**src/rtl/tlb_op_ctrl.sv**
```systemverilog
// tlb_op_ctrl: sequences TLBSRCH/TLBRD/TLBWR/TLBFILL/INVTLB into TLB array and CSR strobes,
// then requests a fetch-again so younger instructions see the new translation state.
module tlb_op_ctrl #(
  parameter int TLBNUM     = 16,
  parameter int TLBNUMSIZE = 4
) (
  input  logic                  clk,
  input  logic                  reset,
  input  logic                  op_valid,
  output logic                  op_ready,
  input  logic [2:0]            op_type,
  input  logic [4:0]            inv_op,
  input  logic [9:0]            inv_asid,
  input  logic [18:0]           inv_va,
  input  logic                  flush_in,
  input  logic [TLBNUMSIZE-1:0] csr_tlbidx,
  input  logic                  srch_hit,
  input  logic [TLBNUMSIZE-1:0] srch_index,
  output logic                  srch_go,
  output logic                  rd_go,
  output logic                  csr_s1e,
  output logic [TLBNUMSIZE-1:0] csr_s1_index,
  output logic                  csr_s1_ne,
  output logic                  csr_re,
  output logic                  tlb_we,
  output logic [TLBNUMSIZE-1:0] tlb_w_index,
  output logic                  inv_go,
  output logic [4:0]            f_op,
  output logic [9:0]            f_asid,
  output logic [18:0]           f_va,
  output logic                  refetch,
  output logic                  ine_exc,
  output logic                  busy
);
  typedef enum logic [2:0] {IDLE, S_ISSUE, S_CAP, R_ISSUE, R_CAP, WRITE, INV, DONE} state_t;
  state_t state, state_n;
  logic [TLBNUMSIZE-1:0] fill_cnt, fill_idx;
  logic is_fill, ine_q, en, accept, legal;
  // strobes are also held off while reset is asserted so an aborted op emits nothing more
  assign en       = reset && !flush_in;
  assign op_ready = en && state == IDLE;
  assign accept   = op_valid && op_ready;
  assign legal    = op_type < 3'd4 || (op_type == 3'd4 && inv_op <= 5'd6);
  always_comb begin
    state_n = state;
    if (flush_in) state_n = IDLE;
    else case (state)
      IDLE:    state_n = !(accept && legal) ? IDLE :
                         op_type == 3'd0 ? S_ISSUE :
                         op_type == 3'd1 ? R_ISSUE :
                         op_type == 3'd4 ? INV : WRITE;
      S_ISSUE: state_n = S_CAP;
      S_CAP:   state_n = DONE;
      R_ISSUE: state_n = R_CAP;
      R_CAP:   state_n = DONE;
      WRITE:   state_n = DONE;
      INV:     state_n = DONE;
      default: state_n = IDLE;
    endcase
  end
  always_ff @(posedge clk) begin
    if (!reset) begin
      state    <= IDLE;
      fill_cnt <= '0;
      fill_idx <= '0;
      is_fill  <= 1'b0;
      ine_q    <= 1'b0;
      f_op     <= '0;
      f_asid   <= '0;
      f_va     <= '0;
    end else begin
      state    <= state_n;
      fill_cnt <= fill_cnt == TLBNUMSIZE'(TLBNUM - 1) ? '0 : fill_cnt + 1'b1;
      ine_q    <= accept && !legal;
      if (accept) begin
        fill_idx <= fill_cnt;
        is_fill  <= op_type == 3'd3;
        f_op     <= inv_op;
        f_asid   <= inv_asid;
        f_va     <= inv_va;
      end
    end
  end
  assign srch_go      = en && state == S_ISSUE;
  assign rd_go        = en && state == R_ISSUE;
  assign csr_s1e      = en && state == S_CAP;
  assign csr_s1_index = csr_s1e ? srch_index : '0;
  assign csr_s1_ne    = csr_s1e && !srch_hit;
  assign csr_re       = en && state == R_CAP;
  assign tlb_we       = en && state == WRITE;
  assign tlb_w_index  = !tlb_we ? '0 : is_fill ? fill_idx : csr_tlbidx;
  assign inv_go       = en && state == INV;
  assign refetch      = en && state == DONE;
  assign ine_exc      = en && ine_q;
  assign busy         = state != IDLE;
endmodule

```
**config.mk**
```make
export PLATFORM = sky130hd
export DESIGN_NAME = tlb_op_ctrl
export DESIGN_NICKNAME = d
export VERILOG_FILES = /design/src/rtl/tlb_op_ctrl.sv
export SDC_FILE = /design/constraint.sdc
export NUM_CORES = 1
export LEC_CHECK = 0
export CORE_MARGIN = 5
export CORE_UTILIZATION = 30
export DETAILED_ROUTE_END_ITERATION = 8
export PLACE_DENSITY = 0.6
export SLEW_MARGIN = 40
export SYNTH_ARGS = -nofsm -noshare
export SYNTH_HDL_FRONTEND = slang
export SYNTH_SLANG_ARGS = --single-unit
```
**constraint.sdc**
```tcl
create_clock -name clk -period 3.2 [get_ports clk]
set_input_delay 0.32 -clock clk [delete_from_list [all_inputs] [get_ports clk]]
set_output_delay 0.32 -clock clk [all_outputs]
set_load 0.005 [all_outputs]
```
==> flow_metrics.env <==
export IMPL_grt_pass1_wl_um=9742
export IMPL_fin_crit_ns=2.597
export IMPL_r2r_cells=3
export IMPL_antenna_found_initial=0
export IMPL_max_clock_freq_mhz=385.1
export IMPL_holdPathEnd="f_asid[2]"
export IMPL_endpoint_kind="primary output"
export IMPL_min_period_over_period=0.8114
export IMPL_vias=2101
export IMPL_timing_critical_path_from="reset"
export IMPL_timing_rr_start="state[1]"
export IMPL_critPathBufInv=2
export IMPL_setup_viol=0
export IMPL_slowest_delay_ns=0.54
export IMPL_start_util=0.3104
export IMPL_final_common_cell="clkdlybuf4s50_1"
export IMPL_finalHoldViolCount=0
export IMPL_hold_start="f_asid[2]"
export IMPL_cts_setup_buffers=0
export IMPL_fin_skew_ns=0.004606
export IMPL_cap_violations=0
export IMPL_status="complete, no violations"
export IMPL_wl_per_cell_um=13.96
export IMPL_postSynthAreaPerCell_um2=8.394
export IMPL_slew_headroom=0.4760
export IMPL_hp_class="reg2reg"
export IMPL_ys_flop_type="dfxtp_1"
export IMPL_cts_buffers=5
export IMPL_path_common_cell="clkdlybuf4s50_1"
export IMPL_p_per_area_nw_per_um2=351.2
export IMPL_place_gp_congestion=0.7748
export IMPL_drc_errors=0
export IMPL_area_growth_pct=55.16
export IMPL_first_iter_violations=87
export IMPL_post_place_cells=433
export IMPL_cts_tree="built"
export IMPL_drive_above_1_share=0.04638
export IMPL_syn_nets=305
export IMPL_num_rows=30
export IMPL_post_cts_resized=0
export IMPL_diodes=0
export IMPL_path_clk_slew_ns=0.08
export IMPL_hpwl_um=4282
export IMPL_first_pass_iters=4
export IMPL_htreeDepth=2
export IMPL_critPathMaxFanout=7
export IMPL_wirelength_um=6158
export IMPL_finalMaxSlewViolations=0
export IMPL_grt_usage=0.1349
export IMPL_grt_ovfl_total=0
export IMPL_final_cell_mix="102 x clkdlybuf4s50_1, 47 x dfxtp_1, 43 x nand3_1, 41 x o21ai_0, 38 x a21boi_0"
export IMPL_worstPathCellList="clkdlybuf4s50_1 -> or3b_1 -> nor2_1 -> and2_1 -> clkdlybuf4s50_1"
export IMPL_rsz0062_at_grt="no"
export IMPL_layoutNonFillerInstCount=441
export IMPL_cts_hold_buf=0
export IMPL_crit_path_top_delay_cell="clkdlybuf4s50_1"
export IMPL_multi_input_area_um2=1077
export IMPL_final_setup_worst_slack_ns=0.6035
export IMPL_cp_start_kind="input port"
export IMPL_synth_seq_cells=47
export IMPL_grt_pass1_vias=1948
export IMPL_required_ns=2.88
export IMPL_fillers=681
export IMPL_drt_vias_per_instance=4.764
export IMPL_post_place_ws_ns=0.5857
export IMPL_clkSinkCount=47
export IMPL_die_height_um=94.30
export IMPL_clockBufferDepth=2
export IMPL_insertion_delay_ns=0.29
export IMPL_p_leak_nw=1.099
export IMPL_synthArstFlopShare=0
export IMPL_hold_path_depth=2
export IMPL_nets=395
export IMPL_die_area_um2=8892
export IMPL_worstSetupPathType="in2out"
export IMPL_syn_inst=254
export IMPL_yosys_cell_types_count=34
export IMPL_final_antenna_net_count=0
export IMPL_yosysWarningCount=0
export IMPL_tightest_slew_ns=0.7860
export IMPL_grt_start_max_net_pins=45
export IMPL_portBuffers=102
export IMPL_r2r_slack_ns=1.15
export IMPL_cp_arrival_ns=2.28
export IMPL_irDropWorstVdd_uv=155.1
export IMPL_fp_coreArea_um2=6869
export IMPL_path_delay_family="buffers and inverters"
export IMPL_r2r_end="is_fill"
export IMPL_ios=103
export IMPL_die_x_um=94.30
export IMPL_final_seq_area_um2=940.9
export IMPL_synth_cell_area_um2=2132
export IMPL_cts_root_buf="clkbuf_8"
export IMPL_fin_tns_setup_ns=0
export IMPL_ys_seq_area_frac=0.4413
export IMPL_synth_enable_flop_cells=0
export IMPL_hold_ws_ns=0.4777
==> metrics by stage <==
step | power [mW] | utilization | area, µm²
finish | 1.162 | 0.4816 | 3308
global route | 1.224 | 0.4816 | 3308
CTS | 1.181 | 0.4807 | 3302
detailed placement | 0.8376 | 0.4689 | 3221
global placement | 0.8377 | 0.4689 | 3221
floorplan | 0.7143 | - | 2132
==> synthesized netlist by cell type, types with 2 or more instances <==
master / count / area [µm²]
o21ai_0: 41 / 205.2
nor2_1: 10 / 37.54
nand3_1: 43 / 215.2
mux2i_1: 4 / 40.04
nor3b_1: 3 / 22.52
and2_1: 6 / 37.54
a21boi_0: 38 / 285.3
clkbuf_1: 17 / 63.81
a21boi_1: 3 / 22.52
nand4b_1: 2 / 17.52
nand2b_1: 2 / 12.51
buf_2: 5 / 25.02
buf_1: 2 / 7.510
nor4_1: 2 / 12.51
nand2_1: 4 / 15.01
nor2b_1: 3 / 18.77
inv_1: 4 / 15.01
nor3_1: 3 / 15.01
dfxtp_1: 47 / 940.9
==> per-layer routing <==
metal | share of wire | global-route usage
met4 | 0.0096 | 0.03249
met5 | 0 | 0
met1 | 0.44 | 0.1785
met2 | 0.48 | 0.2169
met3 | 0.076 | 0.03846
==> state kept, by name (all words and copies together) (netlist names) <==
| name | count |
|---|---|
| is_fill | 1 |
| f_va | 19 |
| ine_q | 1 |
| f_op | 5 |
| state | 3 |
| fill_idx | 4 |
| fill_cnt | 4 |
| f_asid | 10 |
==> worst min-delay path, cell delays in order (launching register included) <==
cell      delay, ns
dfxtp_1        0.31
o21ai_0        0.06
a21boi_1       0.06
==> area by class of cell <==
type / count / area share
inverter: 4 / 0.004539
tap: 96 / 0.03631
sequential: 47 / 0.2844
clock buffer: 7 / 0.02307
clock inverter: 1 / 0.001513
timing repair buffer: 109 / 0.3245
multi-input combinational: 177 / 0.3256
==> logic make-up after synthesis <==
| logic type | count (synthesis) | synth area share |
|---|---|---|
| flops | 47 | 0.4413 |
| simple gates | 83 | 0.2072 |
| fa+ha+maj | 1 | 0.005868 |
| xor+xnor | 2 | 0.008217 |
| mux | 4 | 0.01878 |
| compound gates | 87 | 0.2576 |
| buf+inv | 30 | 0.06103 |
==> worst max-delay path by stage <==
stage / to / slack (ns) / cells past startpoint
after floorplan: srch_go / 1.57 / 5
after global placement: csr_s1_index[0] / 0.65 / 5
after global routing: csr_s1_index[3] / 0.49 / 5
after detailed placement: csr_s1_index[3] / 0.59 / 5
after CTS: csr_s1_index[3] / 0.57 / 5
final: csr_s1_index[3] / 0.60 / 5
==> where the power goes <==
group / total, mW / switching (mW) / internal (mW)
Clock: 0.339 / 0.185 / 0.154
Sequential: 0.620 / 0.0149 / 0.605
Combinational: 0.203 / 0.0864 / 0.117
Note: power is estimated with default switching activity, not from simulation.
